## config.mk

```make
export PLATFORM = sky130hd
export DESIGN_NAME = servo_pwm_bank
export DESIGN_NICKNAME = d
export VERILOG_FILES = /design/src/rtl/servo_pwm_bank_pkg.sv /design/src/rtl/servo_us_timebase.sv /design/src/rtl/servo_pwm_bank.sv
export SDC_FILE = /design/constraint.sdc
export NUM_CORES = 1
export LEC_CHECK = 0
export ABC_AREA = 0
export BUFFER_PORTS_ARGS = -buffer_cell sky130_fd_sc_hd__buf_4
export CAP_MARGIN = 20
export CORE_MARGIN = 2
export CORE_UTILIZATION = 60
export CTS_BUF_LIST = sky130_fd_sc_hd__clkbuf_16
export DETAILED_ROUTE_END_ITERATION = 10
export MAX_ROUTING_LAYER = met4
export PLACE_DENSITY = 0.79
export SYNTH_ARGS = -nofsm -noshare
export SYNTH_HDL_FRONTEND = slang
export SYNTH_SLANG_ARGS = --single-unit
```

## constraint.sdc

```tcl
create_clock -name FAB_CLK -period 2.9 [get_ports FAB_CLK]
set_clock_uncertainty 0.15 [all_clocks]
set_input_delay 0.29 -clock FAB_CLK [delete_from_list [all_inputs] [get_ports FAB_CLK]]
set_output_delay 0.29 -clock FAB_CLK [all_outputs]
set_load 0.05 [all_outputs]
```

## src/rtl/servo_pwm_bank_pkg.sv

```systemverilog
// Shared constants and the pulse-width clamp used by the servo PWM bank.
package servo_pwm_bank_pkg;

   localparam int unsigned US_W           = 15;
   localparam int unsigned US_PER_S       = 1000000;
   localparam int unsigned DEF_FRAME_US   = 20000;
   localparam int unsigned DEF_MIN_US     = 1000;
   localparam int unsigned DEF_MAX_US     = 2000;
   localparam int unsigned DEF_NEUTRAL_US = 1500;

   function automatic logic [US_W-1:0] clamp_us(input logic [15:0] us,
                                                input int unsigned lo,
                                                input int unsigned hi);
      logic [US_W-1:0] r;
      if (32'(us) < lo)
         r = US_W'(lo);
      else if (32'(us) > hi)
         r = US_W'(hi);
      else
         r = us[US_W-1:0];
      return r;
   endfunction

endpackage

```

## src/rtl/servo_us_timebase.sv

```systemverilog
// Microsecond timebase: clock prescaler, in-frame us counter and frame wrap strobe.
module servo_us_timebase
   import servo_pwm_bank_pkg::*;
#(
   parameter int unsigned PRE_DIV  = 40,
   parameter int unsigned FRAME_US = DEF_FRAME_US
) (
   input  logic            FAB_CLK,
   input  logic            FAB_RESET,
   output logic [US_W-1:0] us_cnt,
   output logic            frame_tick
);

   localparam int unsigned PRE_W = (PRE_DIV > 1) ? $clog2(PRE_DIV) : 1;

   logic [PRE_W-1:0] pre;
   logic             us_tick;

   assign us_tick    = (pre == PRE_W'(PRE_DIV - 1));
   assign frame_tick = us_tick && (us_cnt == US_W'(FRAME_US - 1));

   always_ff @(posedge FAB_CLK) begin
      if (FAB_RESET) begin
         pre    <= '0;
         us_cnt <= '0;
      end else begin
         pre <= us_tick ? '0 : pre + 1'b1;
         if (us_tick)
            us_cnt <= frame_tick ? '0 : us_cnt + 1'b1;
      end
   end

endmodule

```

## src/rtl/servo_pwm_bank.sv

```systemverilog
// Multi-channel hobby-servo PWM generator with double-buffered widths and a
// frame-count watchdog that forces neutral when firmware stops writing.
module servo_pwm_bank
   import servo_pwm_bank_pkg::*;
#(
   parameter int unsigned NUM_CH      = 2,
   parameter int unsigned CLK_HZ      = 40000000,
   parameter int unsigned FRAME_US    = DEF_FRAME_US,
   parameter int unsigned MIN_US      = DEF_MIN_US,
   parameter int unsigned MAX_US      = DEF_MAX_US,
   parameter int unsigned NEUTRAL_US  = DEF_NEUTRAL_US,
   parameter int unsigned WDOG_FRAMES = 25
) (
   input  logic              FAB_CLK,
   input  logic              FAB_RESET,
   input  logic              WR_VALID,
   output logic              WR_READY,
   input  logic [3:0]        WR_CH,
   input  logic [15:0]       WR_US,
   output logic              WR_ERR,
   output logic [NUM_CH-1:0] PWM_OUT,
   output logic              FRAME_START,
   output logic              WDOG_TRIP
);

   if (CLK_HZ == 0 || (CLK_HZ % US_PER_S) != 0) begin : g_bad_clk
      $error("CLK_HZ must be a non-zero multiple of 1 MHz");
   end
   if (!(MIN_US <= NEUTRAL_US && NEUTRAL_US <= MAX_US && MAX_US < FRAME_US)) begin : g_bad_us
      $error("require MIN_US <= NEUTRAL_US <= MAX_US < FRAME_US");
   end
   if (NUM_CH < 1 || NUM_CH > 16 || FRAME_US >= (1 << US_W)) begin : g_bad_size
      $error("NUM_CH must be 1..16 and FRAME_US must fit the us counter");
   end

   localparam int unsigned     WD_W      = (WDOG_FRAMES > 0) ? $clog2(WDOG_FRAMES + 1) : 1;
   localparam logic [US_W-1:0] NEUTRAL_W = US_W'(NEUTRAL_US);

   logic [US_W-1:0] us_cnt;
   logic [US_W-1:0] wr_val;
   logic            frame_tick;
   logic            frame_q;
   logic            ch_ok;
   logic            wr_ok;
   logic            trip_next;
   logic [WD_W-1:0] wd_cnt;
   logic [WD_W-1:0] wd_next;

   servo_us_timebase #(
      .PRE_DIV  (CLK_HZ / US_PER_S),
      .FRAME_US (FRAME_US)
   ) u_timebase (
      .FAB_CLK    (FAB_CLK),
      .FAB_RESET  (FAB_RESET),
      .us_cnt     (us_cnt),
      .frame_tick (frame_tick)
   );

   assign WR_READY = !FAB_RESET;
   assign ch_ok    = (32'(WR_CH) < NUM_CH);
   assign wr_ok    = WR_VALID && ch_ok;
   assign wr_val   = clamp_us(WR_US, MIN_US, MAX_US);

   // A valid write beats a coincident frame-start increment.
   always_comb begin
      wd_next   = wd_cnt;
      trip_next = WDOG_TRIP;
      if (wr_ok) begin
         wd_next   = '0;
         trip_next = 1'b0;
      end else if (WDOG_FRAMES != 0 && frame_tick) begin
         if (wd_cnt != WD_W'(WDOG_FRAMES))
            wd_next = wd_cnt + 1'b1;
         if (wd_next == WD_W'(WDOG_FRAMES))
            trip_next = 1'b1;
      end
   end

   // FRAME_START is delayed two cycles so it lines up with the first PWM
   // sample taken from the freshly loaded active widths.
   always_ff @(posedge FAB_CLK) begin
      if (FAB_RESET) begin
         wd_cnt      <= '0;
         WDOG_TRIP   <= 1'b0;
         WR_ERR      <= 1'b0;
         frame_q     <= 1'b0;
         FRAME_START <= 1'b0;
      end else begin
         wd_cnt      <= wd_next;
         WDOG_TRIP   <= trip_next;
         WR_ERR      <= WR_VALID && !ch_ok;
         frame_q     <= frame_tick;
         FRAME_START <= frame_q;
      end
   end

   for (genvar i = 0; i < NUM_CH; i++) begin : g_ch
      logic [US_W-1:0] shadow;
      logic [US_W-1:0] active;
      logic            pwm;

      // trip_next lets the frame start that trips the watchdog load neutral.
      always_ff @(posedge FAB_CLK) begin
         if (FAB_RESET) begin
            shadow <= NEUTRAL_W;
            active <= NEUTRAL_W;
            pwm    <= 1'b0;
         end else begin
            if (wr_ok && WR_CH == 4'(i))
               shadow <= wr_val;
            if (frame_tick)
               active <= trip_next ? NEUTRAL_W : shadow;
            pwm <= (us_cnt < active);
         end
      end

      assign PWM_OUT[i] = pwm;
   end

endmodule

```

Word level (Yosys, flattened, before mapping):

Index checks and enable logic that the tools add are counted.

* output and inout bits: 6
* logic and storage cells: 47
* register bits: 92

* equal/unequal tests: 5
* add/subtract/negate cells: 3
* magnitude comparators: 5
* reductions and logical operators: 10
* multiplexer cells: 11

Operator list (number)
* 15-bit 2-to-1 mux: 5
* 15-bit less-than comparator: 2
* 16-bit by 11-bit > comparator with 1-bit output, second input constant: 1
* 16-bit by 10-bit less-than comparator with 1-bit output, second input constant: 1
* 15-bit by 1-bit adder with 15-bit output, second input constant: 1
* 15-bit == test, second input constant: 1
* 5-bit 2-to-1 mux: 3
* 6-bit by 1-bit adder with 6-bit output, second input constant: 1
* 6-bit == test, second input constant: 1
* 5-bit by 1-bit adder with 5-bit output, second input constant: 1
* 5-bit == test, second input constant: 1
* 1-bit logical AND: 5
* 5-bit inequality test, second input constant: 1
* 4-bit by 1-bit == test with 1-bit output, second input constant: 1
* 4-bit logical NOT: 1
* 4-bit by 2-bit less-than comparator with 1-bit output, second input constant: 1
* 2-bit OR reduction: 2
* 1-bit 2-to-1 mux: 3
* 1-bit logical NOT: 2

Logic depth before layout (Yosys ltp):

* word-level depth: 9
* depth in mapped cells: 8

Cells and area by module:

A second synthesis with hierarchy kept.

* cells, all modules: 461
* area, all modules: 4331.7 sq um

Modules (own cells, without submodules)
* servo_pwm_bank: instances 1, seq. area each 1421.4 sq um, cells an instance 346, area each 3323.2 sq um
* servo_us_timebase: instances 1, seq. area each 420.4 sq um, cells an instance 115, area each 1008.5 sq um

Least setup slack after synthesis:

Ideal clock, no wire load.

* path type: register to register
* start point: register u_timebase.pre[0]
* end point: register g_ch[0].active[2]
* setup time: 0.123 ns
* buffers on the path: 2
* cell stages (with the launch flop): 9
* arrival time: 2.022 ns
* setup slack: 0.605 ns
* period minus slack after synthesis: 2.295 ns
* path through: dfxtp_1 -> ha_1 -> nand4b_4 -> or4_4 -> buf_6 -> nor4_4 -> a22oi_2 -> buf_6 -> a2bb2oi_2

* word-level cells in the longest chain between the ends: 5

RTL lines
* from (decl): line servo_us_timebase.sv:16 `logic [PRE_W-1:0] pre;`
* from (signal assigned): line servo_us_timebase.sv:27 `pre <= us_tick ? '0 : pre + 1'b1;`
* 6-bit == test *: line servo_us_timebase.sv:19 `assign us_tick = (pre == PRE_W'(PRE_DIV - 1));`
* 1-bit logical AND *: line servo_us_timebase.sv:20 `assign frame_tick = us_tick && (us_cnt == US_W'(FRAME_US - 1));`
* 1-bit 2-to-1 mux: line servo_pwm_bank.sv:71 `end else if (WDOG_FRAMES != 0 && frame_tick) begin`
* 1-bit 2-to-1 mux: line servo_pwm_bank.sv:68 `if (wr_ok) begin`
* 15-bit 2-to-1 mux: line servo_pwm_bank.sv:112 `active <= trip_next ? NEUTRAL_W : shadow;`
* to (signal assigned): line servo_pwm_bank.sv:112
* to (decl): line servo_pwm_bank.sv:99 `logic [US_W-1:0] active;`

Every way passes the cells marked *; elsewhere a longest branch is shown, timed or not.
A chain may end at the register's enable or synchronous reset.

Worst setup path after layout:

* start point: register u_timebase.pre[0]
* end point: register g_ch[0].active[11]

Same word-level chain as after synthesis.

==> impl_results.md <==
- Status: complete, no violations
- Startpoint types: register
- Post-Syn Area: approximately 4300 sq um
- Drt first pass iters: 4
- Cells along the critical path: ha_1 -> nand4b_4 -> or4_4 -> nor2_1 -> nor2_2 -> buf_4 -> a22o_1
- Reg2reg setup slack: around 0.31 ns
- Initial DRC count: approximately 180
- Count of state elements after synthesis: between 90 and 100
- RSZ-0062 raised after global routing: false
- Worst-Skew Late Latency: around 0.34 ns
- DIE AREA: between 7000 and 8000 sq um
- CP peak stage delay: roughly 0.65 ns
- Final setup fails: 0
- Final count of hold timing violations: 0
- CTS tree: done
- H-Tree Level Count: 3
- CTS root buf: clkbuf_16
- DR DRC count: 0
- Area contributors post-synth: dfxtp_1, ha_1, a2bb2oi_2
- Core Box Area: between 6000 and 7000 sq um
- Layout cells sized above 1: between 10% and 20%
- Placer Congestion: ~0.84
- Die Height: 88.7 microns
- N_diodes: 0
- Peak VDD IR: about 470 uV
- Synth-to-Final Area Change: 11.8%
- Mapped Nets: approximately 510
- Slew Viols, Final: 0
- Cell leakage power: about 2.1 nW
- First-pass GRT wire length: 14,700 microns
- Area share of the largest cell type after synthesis: between 40% and 50%
- Main flop type after synthesis: dfxtp_1
- CTS Buf Count: 9
- CP Capture Type: register
- MaxCap Viol Count: 0
- Die Width: around 90 microns
- Worst path bufs/invs: 1
- CTS Buffer Depth: 2
- Buffers on Ports: 28
- Nets: about 530
- Row Count: 30
- Hold Crit Class: in2reg
- Largest net degree at the start of global routing: 31
- Post-CTS Setup Bufs: 0
- Fillers: 551
- Post-synth EDFFs: 0
- Kind of critical path: reg2reg
- Pwr dens: roughly 500 nW/um^2
- Count of cells resized by post-cts repair: 0
- Total power: 2.40 mW
- Worst Setup SP: u_timebase.pre[0]$_SDFF_PP0_
- Via Count: roughly 3,300
- Netlist cell types: 53
- Ys async rst share: 0%
- # IOs: 29
- Setup TNS: 0 ns
- Hold Buf Count CTS: 0
- Wire per inst: 15.5 microns
- Yosys warns: 0
- Via density: between 5 and 6
- Total grt overflow: 0
- Reg2reg start: u_timebase.pre[0]$_SDFF_PP0_
- Mapped Cells: 450
- Rel. slew slack: about a third
- Max frequency: approximately 0.39 GHz
- Hold Startpoint: WR_US[2]
- Crit-path slowest cell: or4_4
- Post-DP HPWL: 6340 microns
- CTS Sinks: between 90 and 100
- Starting density of the core: 62.7%
- Worst-margin pin slew: 0.972 ns
- Synth Area per Inst: about 9.6 sq um
- Final min period: between 2 and 3 ns
- Crit-path max FO: 30
- Fin crit share: 89.2%
- GRT Util Overall: 25.4%
- WL final: 8920 microns
- CTS clk-pin slew, worst paths: ~0.060 ns
- Vias in the first global route: approximately 3,100
- Largest delay share family, worst path: simple AND/OR/NAND/NOR gates
- Largest area contributor in the netlist: dfxtp_1
- CP arrival: 2.66 ns
- Seq/Total Area, Yosys: 42.8%
- CP Data Required Time: approximately 3 ns
- Post-route ant nets: 0
- Initial antenna violation count: 0
cells in the final DEF (no fill, tap or decap), types with 3 or more instances in the layout:
master     instances
dfxtp_1           92
inv_1             37
buf_4             35
nor2_1            32
ha_1              32
nand2_1           27
nand3_1           18
nor3_1            18
a22o_1            16
a21oi_1           14
nand4_1           11
a2bb2oi_2         10
o21ai_0           10
a31oi_1           10
xor2_1            10
a21o_1            10
xnor2_1            9
clkbuf_16          9
and3_1             8
nand2b_1           6
and2_1             5
a211oi_1           5
a2bb2oi_1          4
nor4_1             3
nand4b_1           3
nor3b_1            3
o211ai_1           3
a221oi_1           3
nor2b_1            3
a211o_1            3
or3_1              3
clkinv_2           3
stage by stage:
stage               instance area [sq um]  instances  setup slack [ns]  utilization (%)  hold WS, ns
floorplan                            4300        450             0.605                -        0.264
global placement                     4560        559             0.440             66.4        0.291
detailed placement                   4560        559             0.333             66.4        0.293
CTS                                  4810        574             0.315             70.1       0.0560
global route                         4810        574             0.209             70.1       0.0719
finish                               4810        574             0.313             70.1       0.0604
worst reg2reg max path, cell delays in order, from the launching register on:
cell and delay, ns:
dfxtp_1 0.36, ha_1 0.27, nand4b_4 0.17, or4_4 0.65
nor2_1 0.28, nor2_2 0.05, buf_4 0.26, a22o_1 0.30
routing by layer:
| layer | routed length (microns) | part of all wire (%) | vias up | track usage (%) |
|---|---|---|---|---|
| met2 | 4320 | 48 | 61 | 42.0 |
| met3 | 356 | 4.0 | 12 | 5.32 |
| met1 | 4110 | 46 | 1573 | 31.1 |
| met5 | 0 | 0 | - | - |
| li1 | - | - | 1673 | - |
| met4 | 140 | 1.6 | 0 | 8.13 |
synthesized netlist by cell type, drive strengths merged, types with 2 or more instances:
master and number:
dfxtp 92, inv 34, nor2 33, ha 32
nand2 27, nor3 19, nand3 18, a22o 17
a21oi 14, a2bb2oi 14, clkbuf 12, nand4 11
o21ai 11, a21o 10, a31oi 10, buf 10
xor2 10, xnor2 9, and3 8, nand2b 6
a211oi 5, and2 5, nor4 5, nand4b 4
nor3b 4, a211o 3, a221oi 3, nor2b 3
o211ai 3, or3 3, a41oi 2, o21a 2
o31ai 2, or4 2
cell type report:
cell class                 instances  area (sq um)  area share (%)
timing repair buffer              35           263            5.46
multi-input combinational        302          2210            45.9
inverter                          34           128            2.65
clock inverter                     6          26.3           0.546
clock buffer                       9           225            4.68
sequential                        92          1840            38.3
tap                               96           120            2.50
power breakdown:
part           switching [mW]  internal [mW]
registers             0.00605           1.27
logic                  0.0626         0.0399
clock network           0.455          0.561
total                   0.524           1.87
sequential cells by signal, summed over array words and instances, names as in the netlist:
register / cells
FRAME_START: 1
g_ch.active: 30
g_ch.pwm: 2
wd_cnt: 5
g_ch.shadow: 30
WDOG_TRIP: 1
u_timebase.pre: 6
WR_ERR: 1
frame_q: 1
u_timebase.us_cnt: 15
cell families after synthesis:
| kind of cell | Yosys count | synth area share, % |
|---|---|---|
| simple gates | 152 | 19.5 |
| compound gates | 99 | 18.6 |
| flops | 92 | 42.8 |
| buf+inv | 56 | 5.93 |
| fa+ha+maj | 32 | 9.30 |
| xor+xnor | 19 | 3.87 |
worst paths after layout:
kind / end / cells after the start
worst max-delay path: g_ch[0].active[11]$_SDFFE_PP0N_ / 7
worst min-delay path: g_ch[1].shadow[2]$_SDFFE_PP1P_ / 3
worst max register to register: g_ch[0].active[11]$_SDFFE_PP0N_ / 7
worst min register to register: g_ch[0].shadow[5]$_SDFFE_PP0P_ / 2
No activity file was read; power rests on OpenSTA's default activity.
